**src/rtl/stream_mux_n_1_pkg.sv**
```systemverilog
// Shared definitions for the N:1 valid/ready stream multiplexer.
package stream_mux_n_1_pkg;

   typedef enum logic {
      MODE_FIXED = 1'b0,
      MODE_RR    = 1'b1
   } mode_e;

endpackage

```
**src/rtl/stream_mux_n_1_rr_arbiter.sv**
```systemverilog
// Combinational round-robin arbiter: first requester at or above ptr, wrapping N-1 -> 0.
module rr_arbiter_n #(
   parameter int N     = 4,
   parameter int SEL_W = $clog2(N)
) (
   input  logic [N-1:0]     req,
   input  logic [SEL_W-1:0] ptr,
   output logic [N-1:0]     grant,
   output logic [SEL_W-1:0] idx
);

   logic             w_found;
   logic [SEL_W-1:0] w_pos;

   always_comb begin
      grant   = '0;
      idx     = '0;
      w_found = 1'b0;
      w_pos   = '0;
      for (int unsigned k = 0; k < N; k++) begin
         w_pos = SEL_W'((32'(ptr) + k) % N);
         if (!w_found && req[w_pos]) begin
            grant[w_pos] = 1'b1;
            idx          = w_pos;
            w_found      = 1'b1;
         end
      end
   end

endmodule

```
**src/rtl/stream_mux_n_1.sv**
```systemverilog
// N:1 valid/ready stream multiplexer with fixed or round-robin selection
// and a single registered output stage.
module stream_mux_n_1
   import stream_mux_n_1_pkg::*;
#(
   parameter int N     = 4,
   parameter int WIDTH = 8,
   parameter int SEL_W = $clog2(N)
) (
   input  logic               clk,
   input  logic               rst,
   input  logic               mode,
   input  logic [SEL_W-1:0]   sel,
   input  logic [N-1:0]       in_valid,
   input  logic [N*WIDTH-1:0] in_data,
   output logic [N-1:0]       in_ready,
   output logic               out_valid,
   output logic [WIDTH-1:0]   out_data,
   output logic [SEL_W-1:0]   out_sel,
   input  logic               out_ready
);

   mode_e            w_mode;
   logic             w_load_en;
   logic             w_xfer;
   logic [N-1:0]     w_fix_grant;
   logic [N-1:0]     w_rr_grant;
   logic [SEL_W-1:0] w_rr_idx;
   logic [N-1:0]     w_grant;
   logic [SEL_W-1:0] w_idx;
   logic [WIDTH-1:0] w_data;

   logic             r_out_valid;
   logic [WIDTH-1:0] r_out_data;
   logic [SEL_W-1:0] r_out_sel;
   logic [SEL_W-1:0] r_ptr;

   assign w_mode    = mode_e'(mode);
   assign w_load_en = !r_out_valid || out_ready;

   rr_arbiter_n #(
      .N     (N),
      .SEL_W (SEL_W)
   ) u_rr_arbiter (
      .req   (in_valid),
      .ptr   (r_ptr),
      .grant (w_rr_grant),
      .idx   (w_rr_idx)
   );

   // Fixed path: a select outside 0..N-1 matches no channel, so nothing is granted.
   always_comb begin
      w_fix_grant = '0;
      for (int unsigned i = 0; i < N; i++) begin
         if (32'(sel) == i) begin
            w_fix_grant[i] = in_valid[i];
         end
      end
   end

   assign w_grant = (w_mode == MODE_RR) ? w_rr_grant : w_fix_grant;

   always_comb begin
      w_data = '0;
      w_idx  = '0;
      for (int unsigned i = 0; i < N; i++) begin
         if (w_grant[i]) begin
            w_data = in_data[i*WIDTH +: WIDTH];
            w_idx  = SEL_W'(i);
         end
      end
   end

   assign in_ready = rst ? '0 : (w_grant & {N{w_load_en}});
   assign w_xfer   = |in_ready;

   always_ff @(posedge clk) begin
      if (rst) begin
         r_out_valid <= 1'b0;
         r_out_data  <= '0;
         r_out_sel   <= '0;
         r_ptr       <= '0;
      end else if (w_xfer) begin
         r_out_valid <= 1'b1;
         r_out_data  <= w_data;
         r_out_sel   <= w_idx;
         if (w_mode == MODE_RR) begin
            r_ptr <= (32'(w_idx) == N - 1) ? '0 : w_idx + 1'b1;
         end
      end else if (w_load_en) begin
         r_out_valid <= 1'b0;
      end
   end

   assign out_valid = r_out_valid;
   assign out_data  = r_out_data;
   assign out_sel   = r_out_sel;

endmodule
```
**config.mk**
```make
export PLATFORM = sky130hd
export DESIGN_NAME = stream_mux_n_1
export DESIGN_NICKNAME = d
export VERILOG_FILES = /design/src/rtl/stream_mux_n_1_pkg.sv /design/src/rtl/stream_mux_n_1_rr_arbiter.sv /design/src/rtl/stream_mux_n_1.sv
export SDC_FILE = /design/constraint.sdc
export NUM_CORES = 1
export LEC_CHECK = 0
export ABC_CLOCK_PERIOD_IN_PS = 5000
export CORE_UTILIZATION = 35
export DETAILED_ROUTE_END_ITERATION = 10
export PLACE_DENSITY = 0.74
export SYNTH_ARGS = -nofsm -noshare
export SYNTH_HDL_FRONTEND = slang
export SYNTH_SLANG_ARGS = --single-unit
```
**constraint.sdc**
```tcl
create_clock -name clk -period 5 [get_ports clk]
set_clock_uncertainty 0.1 [all_clocks]
set_input_delay 1 -clock clk [delete_from_list [all_inputs] [get_ports clk]]
set_output_delay 1 -clock clk [all_outputs]
set_load 0.02 [all_outputs]
```
==> run_results.csv, run 1 <==
group,metric,value,unit
sta,grt_setup_unrepaired,"no",
worst_hold_path,hold_path.class,"reg -> reg",
sta,tns,0,ns
global_routing,overflow,0,
clock_tree,h-tree-depth,1,
placement,gp_congestion,0.860,
yosys,yosysSeqAreaShare,0.218,
yosys,synth_seq_cells,13,
drt,drt_first_pass_iters,4,
sta,fin_crit_sh,0.951,
cells_and_area,finish.utilization,0.579,
yosys,avgSynthCellArea,8.28,um^2
placement,placed_area,1800,um^2
clock_tree,clk_pin_slew_worst_paths,0.08,ns
yosys,synth_cells,144,
critical_path,critPathLaunchType,"input port",
yosys,synth_nets,192,
drt,wl_per_cell,15.7,um
power,leakage,0.694,nW
sta,slew_headroom,0.538,
drt,drt_wl_total,3810,um
floorplan,rows,20,
global_routing,grt_pass1_vias,1381,
floorplan,coreArea,3150,um^2
yosys,synth.area.top_cells,"dfxtp_1, o31ai_1, ha_1",
floorplan,die-area,3640,um^2
drt,drc,0,
cells_and_area,area_growth,53.1,%
drt,drt_iter0_drc,113,
clock_tree,tritoncts,"built",
drt,vias_per_cell,5.78,
cells_and_area,diodes,0,
placement,dp_hpwl,2970,um
flow_run,maxCapViolCount,0,
power,pwr_density_cell,217,nW/um^2
global_routing,track_usage,0.228,
placement,portBuffers,56,
drt,wl_met3,374,um
critical_path,arrival,3.65,ns
yosys,netlist_area,1190,um^2
cells_and_area,final_nets,248,
clock_tree,clock-root-buffer,"clkbuf_4",
floorplan,start_util,0.378,
sta,drv_slew,0,
critical_path,worstSetupPathType,"in -> out",
cells_and_area,finish.instance_area,1830,um^2
status,status,"finished clean",
clock_tree,cts_buffers,3,
clock_tree,postCtsSetupBuffers,0,
cells_and_area,nFillCells,311,
floorplan,die_y,60.4,um
drt,wl_met2,1810,um
global_routing,antenna_found_initial,0,
critical_path,required,3.90,ns
sta,setup_viol_count_final,0,
cells_and_area,seq_area,260,um^2
clock_tree,cts_resized,0,
yosys,synth_top_area_cell,"dfxtp_1",
floorplan,die_w,60.4,um
cells_and_area,multiInputGateArea,863,um^2
drt,vias,1404,
clock_tree,cts_sinks,13,
critical_path,endpoint_kind,"primary output",
yosys,synth_top_cell_area_share,0.218,
clock_tree,clk_latency,0.28,ns
drt,ant_nets,0,
drt,wl_met1,1540,um
sta,timing.hold.ws,0.381,ns
critical_path,crit_fanout,7,
sta,fin_crit,4.75,ns
clock_tree,cts_buffer_depth,2,
yosys,yosysWarnings,0,
sta,tightest_slew,0.691,ns
clock_tree,cts_hold_buf,0,
power,ir_drop,148,uV
cells_and_area,drive_gt1_frac,0.0704,
sta,clock.fmax,0.210,GHz
critical_path,r2r_slack,1.17,ns
floorplan,io_pins,57,
yosys,synth_cell_types,37,
drt,top_layer_used,"met4",
global_routing,grt_pass1_wl,6110,um
sta,hold_viol_final,0,
global_routing,grt_max_degree,14,
## worst paths after layout
path | from | to | depth (start not counted)
max | in_valid[3] | in_ready[3] | 7
min | out_sel[0]$_SDFFE_PP0P_ | out_sel[0]$_SDFFE_PP0P_ | 2
max reg2reg | r_ptr[0]$_SDFFE_PP0P_ | out_sel[1]$_SDFFE_PP0P_ | 10
min reg2reg | out_sel[0]$_SDFFE_PP0P_ | out_sel[0]$_SDFFE_PP0P_ | 2
## flip-flops by register name (all words and copies together) (netlist names)
| name | count |
|---|---|
| out_data | 8 |
| out_sel | 2 |
| out_valid | 1 |
| r_ptr | 2 |
## cell usage after synthesis, drive strengths merged
master / n
nand2b: 7
and4b: 1
a211oi: 1
a311o: 1
nand3b: 2
ha: 6
or4: 1
o31ai: 11
o21ai: 2
nand2: 4
o32ai: 1
dfxtp: 13
and3: 1
nor3: 2
inv: 10
a221oi: 8
nor2: 15
a21o: 9
o32a: 3
clkbuf: 7
or3b: 1
and2: 6
buf: 1
o31a: 2
a31o: 2
a31oi: 2
a2111oi: 1
mux4: 3
o311ai: 1
nand4: 1
o211ai: 9
a21oi: 8
nor4: 2
## power by group
| group | switching, mW | total, mW | internal, mW |
|---|---|---|---|
| registers | 0.0101 | 0.129 | 0.119 |
| logic | 0.0987 | 0.200 | 0.101 |
| clock network | 0.0361 | 0.0671 | 0.0310 |
| total | 0.145 | 0.396 | 0.251 |
## through the flow
| step | std cells | total power, mW | setup WS (ns) |
|---|---|---|---|
| 4_1_cts | 243 | 0.397 | 0.255 |
| 6_report | 243 | 0.396 | 0.247 |
| 2_1_floorplan | 144 | 0.237 | 1.20 |
| 3_5_place_dp | 239 | 0.330 | 0.283 |
| 3_3_place_gp | 239 | 0.326 | 0.290 |
| 5_1_grt | 243 | 0.419 | 0.126 |
## cells in the final DEF, fill, tap and decap left out, types with 2 or more instances in the layout
cell type,count
a31oi_1,2
ha_1,6
o31a_1,2
buf_4,3
clkbuf_4,3
nor2_1,15
o32a_1,3
nand3b_1,2
nand2b_1,7
inv_1,9
o31ai_1,11
clkdlybuf4s50_1,56
mux4_2,3
and2_1,6
nand2_1,4
a21oi_1,8
nor4_1,2
a21o_1,9
a221oi_1,8
a31o_1,2
dfxtp_1,13
o211ai_1,8
## per-layer routing
| metal | up-vias | GRT usage |
|---|---|---|
| li1 | 673 | - |
| met5 | - | 0 |
| met2 | 69 | 0.402 |
| met1 | 653 | 0.267 |
| met3 | 9 | 0.0533 |
| met4 | 0 | 0.0897 |
## cells by family (layout without fill, tap and decap cells)
kind of cell	Yosys count	in the layout	synth area share
adder cells (fa/ha/maj)	6	6	0.0630
AO/OA/AOI/OAI	61	61	0.405
AND/OR/NAND/NOR	43	43	0.199
flip-flops	13	13	0.218
multiplexers	3	3	0.0567
buffers and inverters	18	73	0.0577
## critical path: stages
cell and delay [ns]:
clkdlybuf4s50_1 0.56, nand2b_1 0.23, mux4_2 0.52, o32a_1 0.32, a31o_1 0.22, nor2_1 0.15, clkdlybuf4s50_1 0.64
## area by class of cell
| type | instances | area share |
|---|---|---|
| clock buffers | 4 | 0.0144 |
| well taps | 44 | 0.0302 |
| repair buffers | 59 | 0.319 |
| multi-input cells | 113 | 0.473 |
| inverters | 10 | 0.0206 |
| flip-flops and latches | 13 | 0.143 |
Note: power is estimated with default switching activity, not from simulation.
==> run 2, diff against run 1 <==
--- a/config.mk
+++ b/config.mk
@@ -7,6 +7,7 @@
 export LEC_CHECK = 0
 export ABC_CLOCK_PERIOD_IN_PS = 5000
 export CORE_UTILIZATION = 35
+export CTS_BUF_LIST = sky130_fd_sc_hd__clkbuf_16
 export DETAILED_ROUTE_END_ITERATION = 10
 export PLACE_DENSITY = 0.74
 export SYNTH_ARGS = -nofsm -noshare
==> run 2 against run 1 <==
- clock power rose by 120%
- die area unchanged
- highest routed layer unchanged
- maximum frequency decreased by 0.36%
- cell area is 2.9% higher
- sequential share of layout area is 0.40 points lower
- utilization up 1.7 points
- largest cell class unchanged
- worst setup slack got worse by 0.017 ns
- sequential power hardly changed
==> run_results.csv, run 2 (same netlist as run 1, synthesis figures left out) <==
group,metric,value,unit
status,status,"finished clean",
cells_and_area,drive_gt1_frac,0.0704,
sta,hold_viol_final,0,
sta,tightest_slew,0.696,ns
power,seqPwrFrac,0.270,
placement,place_inst,239,
cells_and_area,multiInputGateArea,863,um^2
global_routing,antenna_found_initial,0,
critical_path,required,3.90,ns
floorplan,die_w,60.4,um
critical_path,cp.depth,7,
clock_tree,clock-root-buffer,"clkbuf_16",
worst_hold_path,hold_path.class,"reg -> reg",
cells_and_area,final_nets,248,
critical_path,worstSetupPathType,"in -> out",
drt,drc,0,
cells_and_area,nFillCells,299,
critical_path,endpoint_kind,"primary output",
cells_and_area,final_common_cell,"clkdlybuf4s50_1",
floorplan,die-area,3640,um^2
drt,drt_first_pass_iters,4,
clock_tree,h-tree-depth,1,
critical_path,crit_slowest_cell,"clkdlybuf4s50_1",
drt,drt_iter0_drc,107,
clock_tree,cts_buffer_depth,2,
power,p_int,0.326,mW
floorplan,coreArea,3150,um^2
floorplan,die_y,60.4,um
clock_tree,cts_hold_buf,0,
drt,vias,1400,
critical_path,crit_fanout,7,
cells_and_area,largest_reg_flops,8,
sta,slew_headroom,0.534,
drt,drt_wl_total,3870,um
clock_tree,cts_sinks,13,
sta,fin_crit_sh,0.954,
power,combPwrFrac,0.417,
sta,clock.fmax,0.210,GHz
critical_path,worst_r2r_endpoint,"out_sel[1]$_SDFFE_PP0P_",
power,leakage,0.721,nW
power,p_clk_frac,0.313,
critical_path,r2r_slack,1.18,ns
critical_path,arrival,3.67,ns
placement,gp_congestion,0.860,
floorplan,rows,20,
sta,setup_viol_count_final,0,
critical_path,rr_startpoint,"r_ptr[0]$_SDFFE_PP0P_",
cells_and_area,seq_area,260,um^2
global_routing,overflow,0,
global_routing,grt_max_degree,14,
sta,tns,0,ns
sta,fin_crit,4.77,ns
drt,ant_nets,0,
drt,vias_per_cell,5.76,
critical_path,crit_chain,"clkdlybuf4s50_1, nand2b_1, mux4_2, o32a_1, a31o_1, nor2_1, clkdlybuf4s50_1",
critical_path,cpPeakStageDelay,0.65,ns
clock_tree,tritoncts,"built",
drt,wl_per_cell,15.9,um
cells_and_area,diodes,0,
clock_tree,clk_pin_slew_worst_paths,0.04,ns
critical_path,critPathLaunchType,"input port",
placement,portBuffers,56,
critical_path,reg2reg_depth,10,
worst_hold_path,min-delay-start,"out_sel[0]$_SDFFE_PP0P_",
global_routing,track_usage,0.231,
cells_and_area,stdcell_count,243,
power,pwr_density_cell,256,nW/um^2
clock_tree,clk_latency,0.24,ns
floorplan,start_util,0.378,
flow_run,maxCapViolCount,0,
floorplan,io_pins,57,
power,ir_drop,188,uV
critical_path,cpMostUsedCell,"clkdlybuf4s50_1",
critical_path,endpoint,"in_ready[3]",
critical_path,critical_path.top_delay_family,"buffers and inverters",
sta,grt_setup_unrepaired,"no",
placement,dp_hpwl,2970,um
clock_tree,cts_buffers,3,
power,p_switching,0.154,mW
critical_path,crit_start,"in_valid[3]",
clock_tree,cts_resized,0,
global_routing,grt_pass1_wl,6190,um
clock_tree,postCtsSetupBuffers,0,
power,switching_share,0.321,
cells_and_area,area_growth,57.5,%
global_routing,grt_pass1_vias,1395,
cells_and_area,layout_common_cells,"clkdlybuf4s50_1, nor2_1, dfxtp_1, o31ai_1, inv_1",
sta,drv_slew,0,
critical_path,worst-path-buf-inv,2,
## run 2: cell count changes in the layout (fill, tap and decap cells not counted)
cell / before / now
clkbuf_16: 0 / 3
inv_1: 9 / 10
clkbuf_1: 1 / 0
clkbuf_4: 3 / 0
## run 2: worst register-to-register path, stage by stage (launching register included)
cell,delay [ns]
dfxtp_1,0.56
inv_2,0.16
ha_1,0.39
or3b_1,0.41
a2111oi_4,0.44
o311ai_0,0.22
o211ai_2,0.14
buf_4,0.21
and4b_4,0.28
nand2b_1,0.37
a311o_1,0.44
## run 2: how the worst min path moves through the flow
stage | to | slack [ns] | cells past startpoint
3_5_place_dp | out_sel[0]$_SDFFE_PP0P_ | 0.37 | 2
6_report | out_sel[0]$_SDFFE_PP0P_ | 0.38 | 2
4_1_cts | out_sel[0]$_SDFFE_PP0P_ | 0.38 | 2
3_3_place_gp | out_sel[0]$_SDFFE_PP0P_ | 0.35 | 2
2_1_floorplan | r_ptr[1]$_SDFFE_PP0P_ | 0.42 | 2
5_1_grt | out_sel[0]$_SDFFE_PP0P_ | 0.42 | 2
## run 2: layout make-up
class	count	area share
clock buffer	3	0.0400
clock inverter	1	0.00200
inverter	10	0.0200
multi-input combinational	113	0.460
sequential	13	0.139
tap	44	0.0293
timing repair buffer	59	0.310
## run 2: per-stage QoR
step	total power [mW]	setup WS (ns)	utilization	hold WS, ns	area [um^2]
after floorplan	0.237	1.20	-	0.420	1190
after global placement	0.326	0.290	0.571	0.347	1800
after detailed placement	0.330	0.283	0.571	0.373	1800
after CTS	0.481	0.255	0.596	0.381	1880
after global routing	0.504	0.129	0.596	0.417	1880
final	0.480	0.230	0.596	0.378	1880
## run 2: power groups by stage
| stage | Combinational [mW] | Clock (mW) | Sequential [mW] |
|---|---|---|---|
| floorplan | 0.0906 | 0 | 0.147 |
| global placement | 0.195 | 0 | 0.130 |
| detailed placement | 0.199 | 0 | 0.131 |
| CTS | 0.200 | 0.151 | 0.129 |
| global route | 0.215 | 0.157 | 0.131 |
| finish | 0.200 | 0.150 | 0.130 |
## run 2: routing by layer
layer | part of all wire | global-route usage
met2 | 0.49 | 0.411
met4 | 0.022 | 0.0997
met3 | 0.073 | 0.0490
met1 | 0.42 | 0.265
met5 | 0 | 0
